**src/rtl/shift_reg_q.sv**
```systemverilog
// shift_reg_q: WIDTH-bit operand register for sequential mul/div datapaths.
// Supports init to a constant, parallel load, single-bit shift left/right
// with serial fill, and a built-in shift counter that saturates at NSHIFT
// and raises done, so the controlling FSM needs no bit counter of its own.
module shift_reg_q #(
  parameter int               WIDTH    = 16,
  parameter logic [WIDTH-1:0] INIT_VAL = 'h00FF,
  parameter int               NSHIFT   = WIDTH,
  localparam int              CW       = $clog2(NSHIFT + 1)
) (
  input  logic             clk,
  input  logic             rst,
  input  logic             init,
  input  logic             ld,
  input  logic             shl,
  input  logic             shr,
  input  logic             ser_in,
  input  logic [WIDTH-1:0] reg_in,
  output logic [WIDTH-1:0] reg_out,
  output logic             msb_out,
  output logic             lsb_out,
  output logic [CW-1:0]    shift_cnt,
  output logic             done,
  output logic             err
);

  localparam logic [CW-1:0] NSHIFT_C = CW'(NSHIFT);

  // COUNTING while fewer than NSHIFT shifts have happened; SATURATED once the
  // final shift lands. The state register doubles as the registered done flag.
  typedef enum logic {
    ST_COUNTING  = 1'b0,
    ST_SATURATED = 1'b1
  } state_t;

  state_t           r_state;
  logic [WIDTH-1:0] r_data;
  logic [CW-1:0]    r_cnt;
  logic             r_err;

  logic [CW-1:0]    w_cnt_inc;
  logic [WIDTH-1:0] w_shl_data;
  logic [WIDTH-1:0] w_shr_data;

  assign w_cnt_inc  = r_cnt + 1'b1;
  assign w_shl_data = {r_data[WIDTH-2:0], ser_in};
  assign w_shr_data = {ser_in, r_data[WIDTH-1:1]};

  // Command decode with priority init > ld > conflict > shl > shr > hold.
  always_ff @(posedge clk or posedge rst) begin
    if (rst) begin
      r_state <= ST_COUNTING;
      r_data  <= '0;
      r_cnt   <= '0;
      r_err   <= 1'b0;
    end else if (init) begin
      r_state <= ST_COUNTING;
      r_data  <= INIT_VAL;
      r_cnt   <= '0;
      r_err   <= 1'b0;
    end else if (ld) begin
      r_state <= ST_COUNTING;
      r_data  <= reg_in;
      r_cnt   <= '0;
    end else if (shl && shr) begin
      // Contradictory request: keep the operand intact and flag it stickily.
      r_err <= 1'b1;
    end else if ((shl || shr) && (r_state == ST_COUNTING)) begin
      r_data  <= shl ? w_shl_data : w_shr_data;
      r_cnt   <= w_cnt_inc;
      r_state <= (w_cnt_inc == NSHIFT_C) ? ST_SATURATED : ST_COUNTING;
    end
  end

  assign reg_out   = r_data;
  assign msb_out   = r_data[WIDTH-1];
  assign lsb_out   = r_data[0];
  assign shift_cnt = r_cnt;
  assign done      = (r_state == ST_SATURATED);
  assign err       = r_err;

endmodule

```
**config.mk**
```make
export PLATFORM = sky130hd
export DESIGN_NAME = shift_reg_q
export DESIGN_NICKNAME = d
export VERILOG_FILES = /design/src/rtl/shift_reg_q.sv
export SDC_FILE = /design/constraint.sdc
export NUM_CORES = 1
export LEC_CHECK = 0
export ABC_AREA = 0
export BUFFER_PORTS_ARGS = -buffer_cell sky130_fd_sc_hd__buf_2
export CAP_MARGIN = 15
export CORE_MARGIN = 8
export CORE_UTILIZATION = 50
export DETAILED_ROUTE_END_ITERATION = 10
export GPL_TIMING_DRIVEN = 0
export PLACE_DENSITY = 0.89
export SYNTH_ARGS = -nofsm -noshare
export SYNTH_HDL_FRONTEND = slang
export SYNTH_SLANG_ARGS = --single-unit
export TNS_END_PERCENT = 10
```
**constraint.sdc**
```tcl
create_clock -name clk -period 1.6 [get_ports clk]
set_clock_uncertainty 0.1 [all_clocks]
set_input_delay 0.24 -clock clk [delete_from_list [all_inputs] [get_ports clk]]
set_output_delay 0.24 -clock clk [all_outputs]
set_load 0.005 [all_outputs]
```
==> results of run 1 <==
per-layer routing:
layer / share of wire / vias up / track usage
met5: 0 / - / 0
met4: 0.0042 / 0 / 0.0393
met3: 0.059 / 4 / 0.0367
met2: 0.49 / 52 / 0.280
met1: 0.45 / 732 / 0.214
li1: - / 699 / -
critical path, delay by kind of cell, from the launching register on:
kind	cells	cell delay [ps]
AOI/OAI and AO/OA	1	150
adders and majority gates	1	180
DFF	1	480
and+or+nand+nor	2	540
state kept, by name, summed over array words and instances (netlist names):
register	flops
done	1
reg_out	16
err	1
shift_cnt	5
where the power goes:
| part | internal [uW] | total [uW] | switching (uW) |
|---|---|---|---|
| Clock | 97.3 | 276 | 179 |
| Sequential | 618 | 666 | 48.4 |
| Combinational | 155 | 330 | 175 |
| Total | 870 | 1270 | 403 |
cell usage in the layout, fill, tap and decap left out, types with 2 or more instances in the layout:
cell type	instances
nor2_1	2
buf_4	5
nand3_1	3
a21oi_1	29
clkbuf_1	7
o31ai_1	19
nand2_1	7
inv_1	3
nor2b_1	17
buf_2	49
clkbuf_4	3
nand3b_1	2
or4_1	3
dfrtp_1	20
buf_6	2
dfrtp_2	3
a2111oi_2	12
o21ai_0	2
a2111oi_1	3
per-stage QoR:
step / total power, uW / TNS [ps]
3_5_place_dp: 1000 / -84.0
4_1_cts: 1280 / 0
6_report: 1270 / 0
3_3_place_gp: 992 / 0
5_1_grt: 1340 / 0
2_1_floorplan: 878 / 0
what timing repair did:
action / 4_1_cts / 5_1_grt
setup endpoints to repair: 12 / 9
hold endpoints to repair: 0 / 0
pin swaps: 0 / 0
hold buffers: 0 / 0
gates resized for setup: 4 / 7
layout make-up:
type / instances / share of cell area
sequential: 23 / 0.314
clock buffer: 4 / 0.0142
multi-input combinational: 113 / 0.459
tap: 33 / 0.0224
buffer: 17 / 0.0556
inverter: 4 / 0.0102
timing repair buffer: 46 / 0.125
path summary, 6_finish.rpt:
kind,start,to,slack (ps)
max,shift_cnt[0],shift_cnt[4],90
min,rst,shift_cnt[3],3
max reg2reg,shift_cnt[0],shift_cnt[4],90
min reg2reg,err,err,460
max in group asynchronous,rst,shift_cnt[1],780
min in group clk,reg_in[11],reg_out[11],20
kinds of logic (layout without fill, tap and decap cells):
group	Yosys count	after routing
AOI/OAI and AO/OA	70	70
adders and majority gates	2	2
buffers and inverters	21	71
DFF	23	23
xor gates and xnor gates	3	3
and+or+nand+nor	38	38
==> impl_metrics.tcl, run 1 <==
set metrics [dict create \
    fillers 255 \
    first_global_vias 1570 \
    wl_per_cell_um 17.7 \
    io_pins 48 \
    wirelength_um 4240 \
    startpoint_type "flip-flop" \
    clockBufferDepth 2 \
    synthSimpleGateAreaFrac 0.143 \
    drtAntennaViolNets 0 \
    period_share 0.941 \
    cp.required_ps 1750 \
    cp-end-kind "flip-flop" \
    worstPathMaxFanout 8 \
    synth_compound_gate_area_share 0.357 \
    drv_slew 0 \
    rsz0062_at_grt "no" \
    chipHeight_um 71.0 \
    ir_drop_v 0.000380 \
    synth_fp_nets 182 \
    reg2reg_depth 4 \
    crit_slowest_cell "dfrtp_2" \
    root_buffer "clkbuf_4" \
    timing.hold.ws_ps 3.36 \
    yosys_register_bits 23 \
    place_ws_ps -27.3 \
    place_inst 236 \
    drv_cap 0 \
    finalWorstSetupSlack_ps 93.9 \
    netlist_area_um2 1510 \
    relSlewSlack 0.392 \
    fp-row-count 20 \
    clk_pin_slew_ps 130 \
    netlist_top_cells_count "29 x a21oi_1, 23 x dfrtp_1, 19 x o31ai_1" \
    die_x_um 71.0 \
    grt_overflow 0 \
    synth.avg_cell_area_um2 9.64 \
    hold_viol 0 \
    start_util 0.508 \
    final_cells 240 \
    critical_path_class "flip-flop to flip-flop" \
    drc 0 \
    post_cts_buffers 0 \
    io_buffers 46 \
    place_hpwl_um 3120 \
    drive_gt1_frac 0.386 \
    synth_top_area_share 0.380 \
    place_area_um2 1790 \
    synth_mux_area_frac 0 \
    htree_levels 1 \
    final_core_util 0.619 \
    synth.top_cells.by_area "dfrtp_1 38%, a2111oi_2 9.9%, a21oi_1 9.6%" \
    cts_inserted_buffers 3 \
    fin_area_um2 1840 \
    syn_inst 157 \
    slowest_delay_ps 480 \
    ys_seq_area_frac 0.380 \
    antenna_cells 0 \
    path_cells "ha_4 > nand3_1 > or4_1 > a21oi_1" \
    vias 1487 \
    insertion_delay_ps 310 \
    ys_warn_count 0 \
    drt_iter0_drc 90 \
    die_area_um2 5040 \
    async_flop_share 1.00 \
    post_drt_via_cell_ratio 6.20 \
    setup_viol 0 \
    fp.coreArea_um2 2980 \
    synth-adder-area-share 0.0165 \
    first_pass_iters 4 \
    grt_max_degree 24 \
    power.leakage_uw 0.000774 \
    ys.flop_type "dfrtp_1" \
    worstMarginPinSlew_ps 911 \
    yosys.area.top_type "dfrtp_1" \
    cp_data_arrival_time_ps 1650 \
    grt_usage 0.168 \
    antenna_found_initial 0 \
    fmax_mhz 664 \
    hold_path_class "input pin to asynchronous set/reset pin" \
    status "complete, no violations" \
    fin_nets 233 \
    gp_congestion 0.798 \
    register_area_um2 579 \
    cts_tree "done" \
    synth_edf_count 0 \
    clock-sinks 23 \
    synth_xor_area_frac 0.0273 \
    multiInputGateArea_um2 846 \
    min_period_ps 1510 \
    ys_types 32 \
    power.density_nw_per_um2 690 \
    synth_top_family_by_area "compound AO/OA/AOI/OAI gates" \
    grt_first_pass_wirelength_um 7130 \
    area_delta_synth_final_pct 21.8 \
    synth_most_common_cell "a21oi_1" \
]
No activity file was read; power rests on OpenSTA's default activity.
==> run 2: changes to the inputs <==
SETUP_SLACK_MARGIN = 0.2   (was default)
==> impl_metrics.tcl, run 2 (same netlist as run 1, synthesis figures left out) <==
set metrics [dict create \
    status "complete, no violations" \
    hold_viol 0 \
    slowest_delay_ps 510 \
    setup_viol 0 \
    chipHeight_um 71.0 \
    drv_cap 0 \
    fin_nets 236 \
    layout_commonest_cell "buf_2" \
    fmax_mhz 702 \
    drt_iter0_drc 70 \
    rsz0062_at_grt "yes" \
    clk_pin_slew_ps 140 \
    path_cells "buf_6 > or4_1 > a21oi_2" \
    first_pass_iters 4 \
    timing.hold.ws_ps 1.95 \
    insertion_delay_ps 320 \
    wirelength_um 4580 \
    area_delta_synth_final_pct 27.5 \
    final_core_util 0.648 \
    hold_path_class "input pin to asynchronous set/reset pin" \
    antenna_cells 0 \
    cts_inserted_buffers 3 \
    post_drt_via_cell_ratio 6.38 \
    clockBufferDepth 2 \
    drc 0 \
    grt_overflow 0 \
    wl_per_cell_um 18.8 \
    die_x_um 71.0 \
    cp_data_arrival_time_ps 1580 \
    fp.coreArea_um2 2980 \
    drtAntennaViolNets 0 \
    io_pins 48 \
    period_share 0.890 \
    cts_tree "done" \
    grt_max_degree 24 \
    min_period_ps 1420 \
    drv_slew 0 \
    root_buffer "clkbuf_4" \
    vias 1550 \
    place_inst 236 \
    antenna_found_initial 0 \
    drive_gt1_frac 0.448 \
    fp-row-count 20 \
    startpoint_type "flip-flop" \
    start_util 0.508 \
    grt_usage 0.184 \
    die_area_um2 5040 \
    first_global_vias 1620 \
    largest_reg_flops 16 \
    layout_common_cells "48 x buf_2, 26 x a21oi_1, 20 x dfrtp_1" \
    final_cells 243 \
    worstMarginPinSlew_ps 942 \
    clock-sinks 23 \
    cp-end-kind "flip-flop" \
    io_buffers 46 \
    grt_first_pass_wirelength_um 7780 \
    gp_congestion 0.795 \
    critical_path_class "flip-flop to flip-flop" \
    crit_slowest_cell "or4_1" \
    htree_levels 1 \
    place_hpwl_um 3220 \
    hold_buffers 0 \
    ir_drop_v 0.000364 \
    cp.required_ps 1760 \
    power.leakage_uw 0.000801 \
    relSlewSlack 0.371 \
    power.density_nw_per_um2 676 \
    worstPathMaxFanout 6 \
]
## run 2: where the power goes
part / total [uW] / leakage (uW) / internal, uW / switching [uW]
clock network: 289 / 0.0000150 / 97.6 / 191
registers: 664 / 0.000279 / 618 / 46.2
logic: 352 / 0.000507 / 162 / 190
total: 1310 / 0.000801 / 878 / 428
## run 2: area by class of cell
cell class / instances / area (um2)
clock buffers: 4 / 26.3
flip-flops and latches: 23 / 579
well taps: 33 / 41.3
multi-input cells: 113 / 903
plain buffers: 17 / 108
inverters: 4 / 16.3
repair buffers: 49 / 256
fillers: 259 / 1050
## run 2: metal layers
metal / share of wire / GRT usage / vias to the layer above
li1: - / - / 702
met1: 0.42 / 0.238 / 782
met2: 0.50 / 0.302 / 61
met3: 0.071 / 0.0410 / 5
met4: 0.0050 / 0.0393 / 0
met5: 0 / 0 / -
## run 2: final timing paths
kind / start / slack [ps] / endpoint / depth (start not counted)
min in group clk: reg_in[10] / 0 / reg_out[10] / 3
max: done / 180 / shift_cnt[4] / 3
min reg2reg: err / 450 / err / 2
min: rst / 2 / shift_cnt[3] / 2
max in group asynchronous: rst / 760 / shift_cnt[1] / 2
max reg2reg: done / 180 / shift_cnt[4] / 3
## run 2: what timing repair did
action	CTS	global route
resized for setup	12	11
buffers inserted	3	0
setup endpoints to repair	20	23
cloned	0	0
## run 2: metrics by stage
stage	TNS [ps]	area (um2)	setup WS (ps)	total power, uW
floorplan	0	1520	156	878
global placement	-23.7	1790	-20.2	994
detailed placement	-312	1790	-81.2	1010
CTS	0	1880	189	1290
global route	0	1930	119	1380
finish	0	1930	176	1310
## run 2: worst max-delay path, delay by kind of cell, from the launching register on
kind | cells | cell delay, ps
buffers and inverters | 1 | 140
AO/OA/AOI/OAI | 1 | 120
flip-flops | 1 | 480
AND/OR/NAND/NOR | 1 | 510
